### config.mk
export PLATFORM = sky130hd
export DESIGN_NAME = branch_compare_seq
export DESIGN_NICKNAME = d
export VERILOG_FILES = /design/src/rtl/branch_pkg.sv /design/src/rtl/branch_chunk_cmp.sv /design/src/rtl/branch_compare_seq.sv
export SDC_FILE = /design/constraint.sdc
export NUM_CORES = 1
export LEC_CHECK = 0
export CAP_MARGIN = 20
export CORE_MARGIN = 8
export CORE_UTILIZATION = 30
export CTS_CLUSTER_DIAMETER = 80
export DETAILED_ROUTE_END_ITERATION = 10
export DONT_BUFFER_PORTS = 1
export HOLD_SLACK_MARGIN = 0.05
export PLACE_DENSITY = 0.46
export SYNTH_ARGS = -nofsm -noshare
export SYNTH_HDL_FRONTEND = slang
export SYNTH_SLANG_ARGS = --single-unit
### constraint.sdc
create_clock -name clk -period 2.95 [get_ports clk]
set_input_delay 0.295 -clock clk [delete_from_list [all_inputs] [get_ports clk]]
set_output_delay 0.295 -clock clk [all_outputs]
set_load 0.02 [all_outputs]
### src/rtl/branch_pkg.sv
// Shared branch-type encodings, FSM state type and small decode helpers
// for the sequential branch comparator.
package branch_pkg;

    localparam logic [2:0] BT_EQ  = 3'b000;
    localparam logic [2:0] BT_NE  = 3'b001;
    localparam logic [2:0] BT_LT  = 3'b100;
    localparam logic [2:0] BT_GE  = 3'b101;
    localparam logic [2:0] BT_LTU = 3'b110;
    localparam logic [2:0] BT_GEU = 3'b111;

    typedef enum logic [1:0] {
        IDLE = 2'd0,
        CMP  = 2'd1,
        DONE = 2'd2
    } state_t;

    // funct3 010 and 011 are not conditional branches
    function automatic logic is_legal_btype(input logic [2:0] bt);
        return bt[2:1] != 2'b01;
    endfunction

    function automatic logic is_signed_btype(input logic [2:0] bt);
        return bt[2:1] == 2'b10;
    endfunction

    // lt is 0 whenever eq is 1, so one mapping covers both the early-exit
    // and the all-chunks-equal outcomes.
    function automatic logic resolve_taken(input logic [2:0] bt,
                                           input logic eq,
                                           input logic lt);
        logic res;
        res = 1'b0;
        case (bt)
            BT_EQ:          res = eq;
            BT_NE:          res = !eq;
            BT_LT, BT_LTU:  res = lt;
            BT_GE, BT_GEU:  res = !lt;
            default:        res = 1'b0;
        endcase
        return res;
    endfunction

endpackage

### src/rtl/branch_chunk_cmp.sv
// Unsigned equality / less-than compare of one operand chunk.
module branch_chunk_cmp #(
    parameter int W = 8
) (
    input  logic [W-1:0] a,
    input  logic [W-1:0] b,
    output logic         eq,
    output logic         lt
);

    assign eq = (a == b);
    assign lt = (a < b);

endmodule

### src/rtl/branch_compare_seq.sv
// Multi-cycle branch resolver: compares operands CHUNK_W bits per cycle,
// MSB-first, exiting on the first differing chunk; reports mispredict.
module branch_compare_seq
    import branch_pkg::*;
#(
    parameter int XLEN    = 32,
    parameter int CHUNK_W = 8
) (
    input  logic            clk,
    input  logic            rst,
    input  logic            flush,
    input  logic            in_valid,
    output logic            in_ready,
    input  logic [2:0]      btype,
    input  logic [XLEN-1:0] rs1_data,
    input  logic [XLEN-1:0] rs2_data,
    input  logic            pred_taken,
    output logic            out_valid,
    input  logic            out_ready,
    output logic            taken,
    output logic            mispredict,
    output logic            illegal_type
);

    // state | meaning
    // IDLE  | waiting for a request; only state with in_ready=1
    // CMP   | comparing chunk r_idx, walking from MSB chunk down to chunk 0
    // DONE  | result presented on out_valid until the consumer takes it

    localparam int NUM_CHUNKS = XLEN / CHUNK_W;
    localparam int IDX_W      = (NUM_CHUNKS > 1) ? $clog2(NUM_CHUNKS) : 1;
    localparam logic [IDX_W-1:0]  IDX_TOP   = IDX_W'(NUM_CHUNKS - 1);
    localparam logic [XLEN-1:0]   SIGN_MASK = {1'b1, {(XLEN-1){1'b0}}};

    state_t           r_state;
    logic [IDX_W-1:0] r_idx;
    logic [XLEN-1:0]  r_a;
    logic [XLEN-1:0]  r_b;
    logic [2:0]       r_btype;
    logic             r_pred;
    logic             r_valid;
    logic             r_taken;
    logic             r_misp;
    logic             r_illegal;

    logic [NUM_CHUNKS-1:0][CHUNK_W-1:0] w_a_chunks;
    logic [NUM_CHUNKS-1:0][CHUNK_W-1:0] w_b_chunks;
    logic [CHUNK_W-1:0] w_a_sel;
    logic [CHUNK_W-1:0] w_b_sel;
    logic               w_eq;
    logic               w_lt;
    logic               w_res;
    logic [XLEN-1:0]    w_flip;

    assign in_ready     = (r_state == IDLE) && !flush;
    assign out_valid    = r_valid;
    assign taken        = r_taken;
    assign mispredict   = r_misp;
    assign illegal_type = r_illegal;

    // Flipping the sign bit maps signed order onto unsigned order.
    assign w_flip = is_signed_btype(btype) ? SIGN_MASK : '0;

    assign w_a_chunks = r_a;
    assign w_b_chunks = r_b;
    assign w_a_sel    = w_a_chunks[r_idx];
    assign w_b_sel    = w_b_chunks[r_idx];

    branch_chunk_cmp #(.W(CHUNK_W)) u_chunk_cmp (
        .a  (w_a_sel),
        .b  (w_b_sel),
        .eq (w_eq),
        .lt (w_lt)
    );

    assign w_res = resolve_taken(r_btype, w_eq, w_lt);

    always_ff @(posedge clk or negedge rst) begin
        if (!rst) begin
            r_state   <= IDLE;
            r_idx     <= '0;
            r_a       <= '0;
            r_b       <= '0;
            r_btype   <= '0;
            r_pred    <= 1'b0;
            r_valid   <= 1'b0;
            r_taken   <= 1'b0;
            r_misp    <= 1'b0;
            r_illegal <= 1'b0;
        end else if (flush) begin
            r_state   <= IDLE;
            r_valid   <= 1'b0;
            r_taken   <= 1'b0;
            r_misp    <= 1'b0;
            r_illegal <= 1'b0;
        end else begin
            case (r_state)
                IDLE: begin
                    if (in_valid && in_ready) begin
                        r_a     <= rs1_data ^ w_flip;
                        r_b     <= rs2_data ^ w_flip;
                        r_btype <= btype;
                        r_pred  <= pred_taken;
                        r_idx   <= IDX_TOP;
                        if (is_legal_btype(btype)) begin
                            r_state <= CMP;
                        end else begin
                            r_state   <= DONE;
                            r_valid   <= 1'b1;
                            r_taken   <= 1'b0;
                            r_misp    <= pred_taken;
                            r_illegal <= 1'b1;
                        end
                    end
                end
                CMP: begin
                    if (!w_eq || (r_idx == '0)) begin
                        r_state <= DONE;
                        r_valid <= 1'b1;
                        r_taken <= w_res;
                        r_misp  <= w_res ^ r_pred;
                    end else begin
                        r_idx <= r_idx - 1'b1;
                    end
                end
                DONE: begin
                    if (out_ready) begin
                        r_state   <= IDLE;
                        r_valid   <= 1'b0;
                        r_taken   <= 1'b0;
                        r_misp    <= 1'b0;
                        r_illegal <= 1'b0;
                    end
                end
                default: r_state <= IDLE;
            endcase
        end
    end

endmodule

==> results of run 1 <==
## where the power goes
group	internal (mW)	switching, mW
Sequential	1.57	0.346
Clock	0.651	0.414
Combinational	1.24	0.967
Total	3.46	1.73
## worst max-delay path, stage by stage (launching register included)
cell and delay (ns):
dfrtp_1 0.39, buf_12 0.19, mux4_2 0.53, ha_1 0.35, a21oi_1 0.19, o221ai_1 0.21, o32a_1 0.41, o21a_1 0.15
a22o_1 0.18
## final timing paths
check | slack [ns] | from | to
max in group asynchronous | 2.12 | rst | r_b[25]
max reg2reg | 0.24 | r_idx[0] | taken
min in group asynchronous | 0.51 | rst | r_a[31]
max | 0.24 | r_idx[0] | taken
min reg2reg | 0.49 | r_a[14] | r_a[14]
min | 0.09 | rs1_data[13] | r_a[13]
## cell families after synthesis
| group | count (synthesis) |
|---|---|
| mux | 82 |
| flops | 76 |
| xor+xnor | 2 |
| buf+inv | 27 |
| compound gates | 31 |
| fa+ha+maj | 12 |
| simple gates | 39 |
## layer usage
layer,GRT usage [%],wire length (um)
met1,13.28,3654
met2,18.14,4228
met3,4.409,539
met4,6.294,187
met5,0,26
## timing repair
item,4_1_cts,5_1_grt
hold endpoints to repair,77,0
setup buffers,0,0
hold buffers,3,0
## cells in the mapped netlist, types with 2 or more instances
cell type	n
mux2_1	5
nand2_1	9
a21oi_1	6
nand2b_1	4
mux4_2	16
o21a_1	2
and4_4	2
o21ai_0	8
ha_1	12
buf_2	9
nor2b_1	3
and2_1	2
nor4_1	2
o32a_1	2
mux2_2	61
xnor2_1	2
clkbuf_1	2
dfrtp_1	76
and3_1	2
nand3_1	2
nor2_1	7
inv_1	15
## state kept, by name (all words and copies together) (netlist names)
signal	flops
r_idx	2
illegal_type	1
r_a	32
r_b	32
taken	1
r_state	2
r_pred	1
r_btype	3
out_valid	1
mispredict	1
## layout make-up
cell class | count | share of cell area [%]
multi-input combinational | 166 | 40.39
inverter | 15 | 1.300
tap | 172 | 4.970
clock inverter | 5 | 1.214
timing repair buffer | 8 | 2.832
sequential | 76 | 43.92
clock buffer | 11 | 5.374
## metrics by stage
| stage | utilization, % | hold WS [ns] |
|---|---|---|
| 2_1_floorplan | - | -0.0005911 |
| 3_3_place_gp | 32.20 | 0.004347 |
| 3_5_place_dp | 32.20 | 0.005046 |
| 4_1_cts | 34.88 | 0.07440 |
| 5_1_grt | 34.88 | 0.07379 |
| 6_report | 34.88 | 0.09038 |
==> impl_metrics.py, run 1 <==
metrics = {
    "outcome": {
        "outcome": "complete, no violations",
    },
    "placement": {
        "place_area_sq_um": 3998,
        "pre_cts_slack_ns": 0.2608,
        "numPortBuffers": 0,
        "dp_cells": 434,
        "dp.final_hpwl_um": 6350,
        "gp_congestion": 0.7415,
    },
    "setup_path": {
        "start_kind": "register",
        "critPathRequiredTime_ns": 3.18,
        "critPathMaxFanout": 16,
        "worstSetupPathType": "reg -> reg",
        "worst_r2r_path_depth": 8,
        "cp-end-kind": "register",
        "crit_arrival_ns": 2.94,
    },
    "timing": {
        "max_slew_margin_pct": 72.29,
        "fmax_ghz": 0.3686,
        "finalMaxSlewViolations": 0,
        "setup_tns_ns": 0,
        "period_share_pct": 91.96,
        "finalSetupViolCount": 0,
        "fin_skew_ns": 0.006007,
        "fin_ws_ns": 0.2371,
        "hold_viol": 0,
        "tightest_slew_ns": 0.4153,
        "grt_setup_unrepaired": "no",
        "fin_crit_ns": 2.713,
    },
    "die": {
        "pin_count": 78,
        "num_rows": 41,
        "fp.dieH_um": 128.0,
        "fp.dieW_um": 128.0,
        "die_area_sq_um": 16380,
        "core-area_sq_um": 12410,
        "start_util_pct": 30.31,
    },
    "clock_network": {
        "htreeDepth": 3,
        "ctsResizeCount": 0,
        "cts_tree": "yes",
        "insertion_delay_ns": 0.33,
        "clockBufferDepth": 2,
        "cts_root_buffer": "clkbuf_16",
        "clock-sinks": 76,
        "clk_pin_slew_ns": 0.06,
        "numCtsBuffers": 9,
    },
    "global_routing": {
        "grt_first_pass_wirelength_um": 13980,
        "grtUsageTotal_pct": 11.52,
        "grt_max_degree": 77,
        "grt_pass1_vias": 2463,
        "overflow": 0,
        "antenna_found_initial": 2,
    },
    "logic_synthesis": {
        "syn-cell-area_sq_um": 3762,
        "ys_warn_count": 0,
        "yosys.area_share.simple_pct": 6.186,
        "synth_nets": 354,
        "synth-compound-area-share_pct": 6.385,
        "synth_fa_ha_area_share_pct": 3.991,
        "synth_top_area_share_pct": 50.55,
        "async_flop_share_pct": 100.0,
        "synth_xor_area_share_pct": 0.4656,
        "ys_types": 42,
        "postSynthAreaPerCell_sq_um": 13.99,
        "synth-seq-cells": 76,
        "seq_area_frac_synth_pct": 50.55,
        "syn_inst": 269,
        "yosys.area.top_type": "dfrtp_1",
        "synth_top_family_by_area": "multiplexers",
        "synth.area.mux_share_pct": 29.33,
        "synth_area_leaders": "dfrtp_1 51%, mux2_2 18%, mux4_2 9.6%",
        "synth_flop_cell": "dfrtp_1",
        "synth_edf_count": 0,
    },
    "finish": {
        "drive_gt1_share_pct": 37.37,
        "diodes": 0,
        "final_cell_mix": "76 x dfrtp_1, 61 x mux2_2, 16 x mux4_2",
        "final_common_cell": "dfrtp_1",
        "register_area_sq_um": 1902,
        "final_area_sq_um": 4330,
        "fin_cells": 453,
        "num-fill-cells": 1241,
        "multiInputGateArea_sq_um": 1749,
        "area_delta_synth_final_pct": 15.10,
        "layout.nets": 361,
    },
    "pwr": {
        "p_per_area_nw_per_um2": 1197,
        "p_leak_nw": 1.862,
        "peakVddDrop_mv": 0.5033,
        "finalPower_mw": 5.185,
    },
    "detailed_routing": {
        "routed_wl_um": 8636,
        "wl_per_cell_um": 19.06,
        "vias": 2215,
        "dr.first_iter.drc_count": 55,
        "viasPerCell": 4.890,
        "route.antenna.remaining_nets": 0,
        "dr.pass1.iters": 4,
        "drc_errors": 0,
    },
    "min_path": {
        "worst_hold_path.num_cells": 1,
        "hp-class": "in -> reg",
    },
    "flow_run": {
        "maxCapViolations": 0,
    },
}
Power figures use the tool's default switching activity.
==> run 2: changes to the inputs <==
--- a/config.mk
+++ b/config.mk
@@ -5,7 +5,6 @@
 export SDC_FILE = /design/constraint.sdc
 export NUM_CORES = 1
 export LEC_CHECK = 0
-export CAP_MARGIN = 20
 export CORE_MARGIN = 8
 export CORE_UTILIZATION = 30
 export CTS_CLUSTER_DIAMETER = 80
==> results of run 2 <==
Final layout, timing and power as in run 1 (identical DEF).
==> run 3: changes to the inputs <==
--- a/config.mk
+++ b/config.mk
@@ -12,6 +12,8 @@
 export DONT_BUFFER_PORTS = 1
 export HOLD_SLACK_MARGIN = 0.05
 export PLACE_DENSITY = 0.46
+export SETUP_SLACK_MARGIN = 0.1
+export SKIP_LAST_GASP = 1
 export SYNTH_ARGS = -nofsm -noshare
 export SYNTH_HDL_FRONTEND = slang
 export SYNTH_SLANG_ARGS = --single-unit
==> results of run 3 <==
Final layout, timing and power as in run 1 (identical DEF).
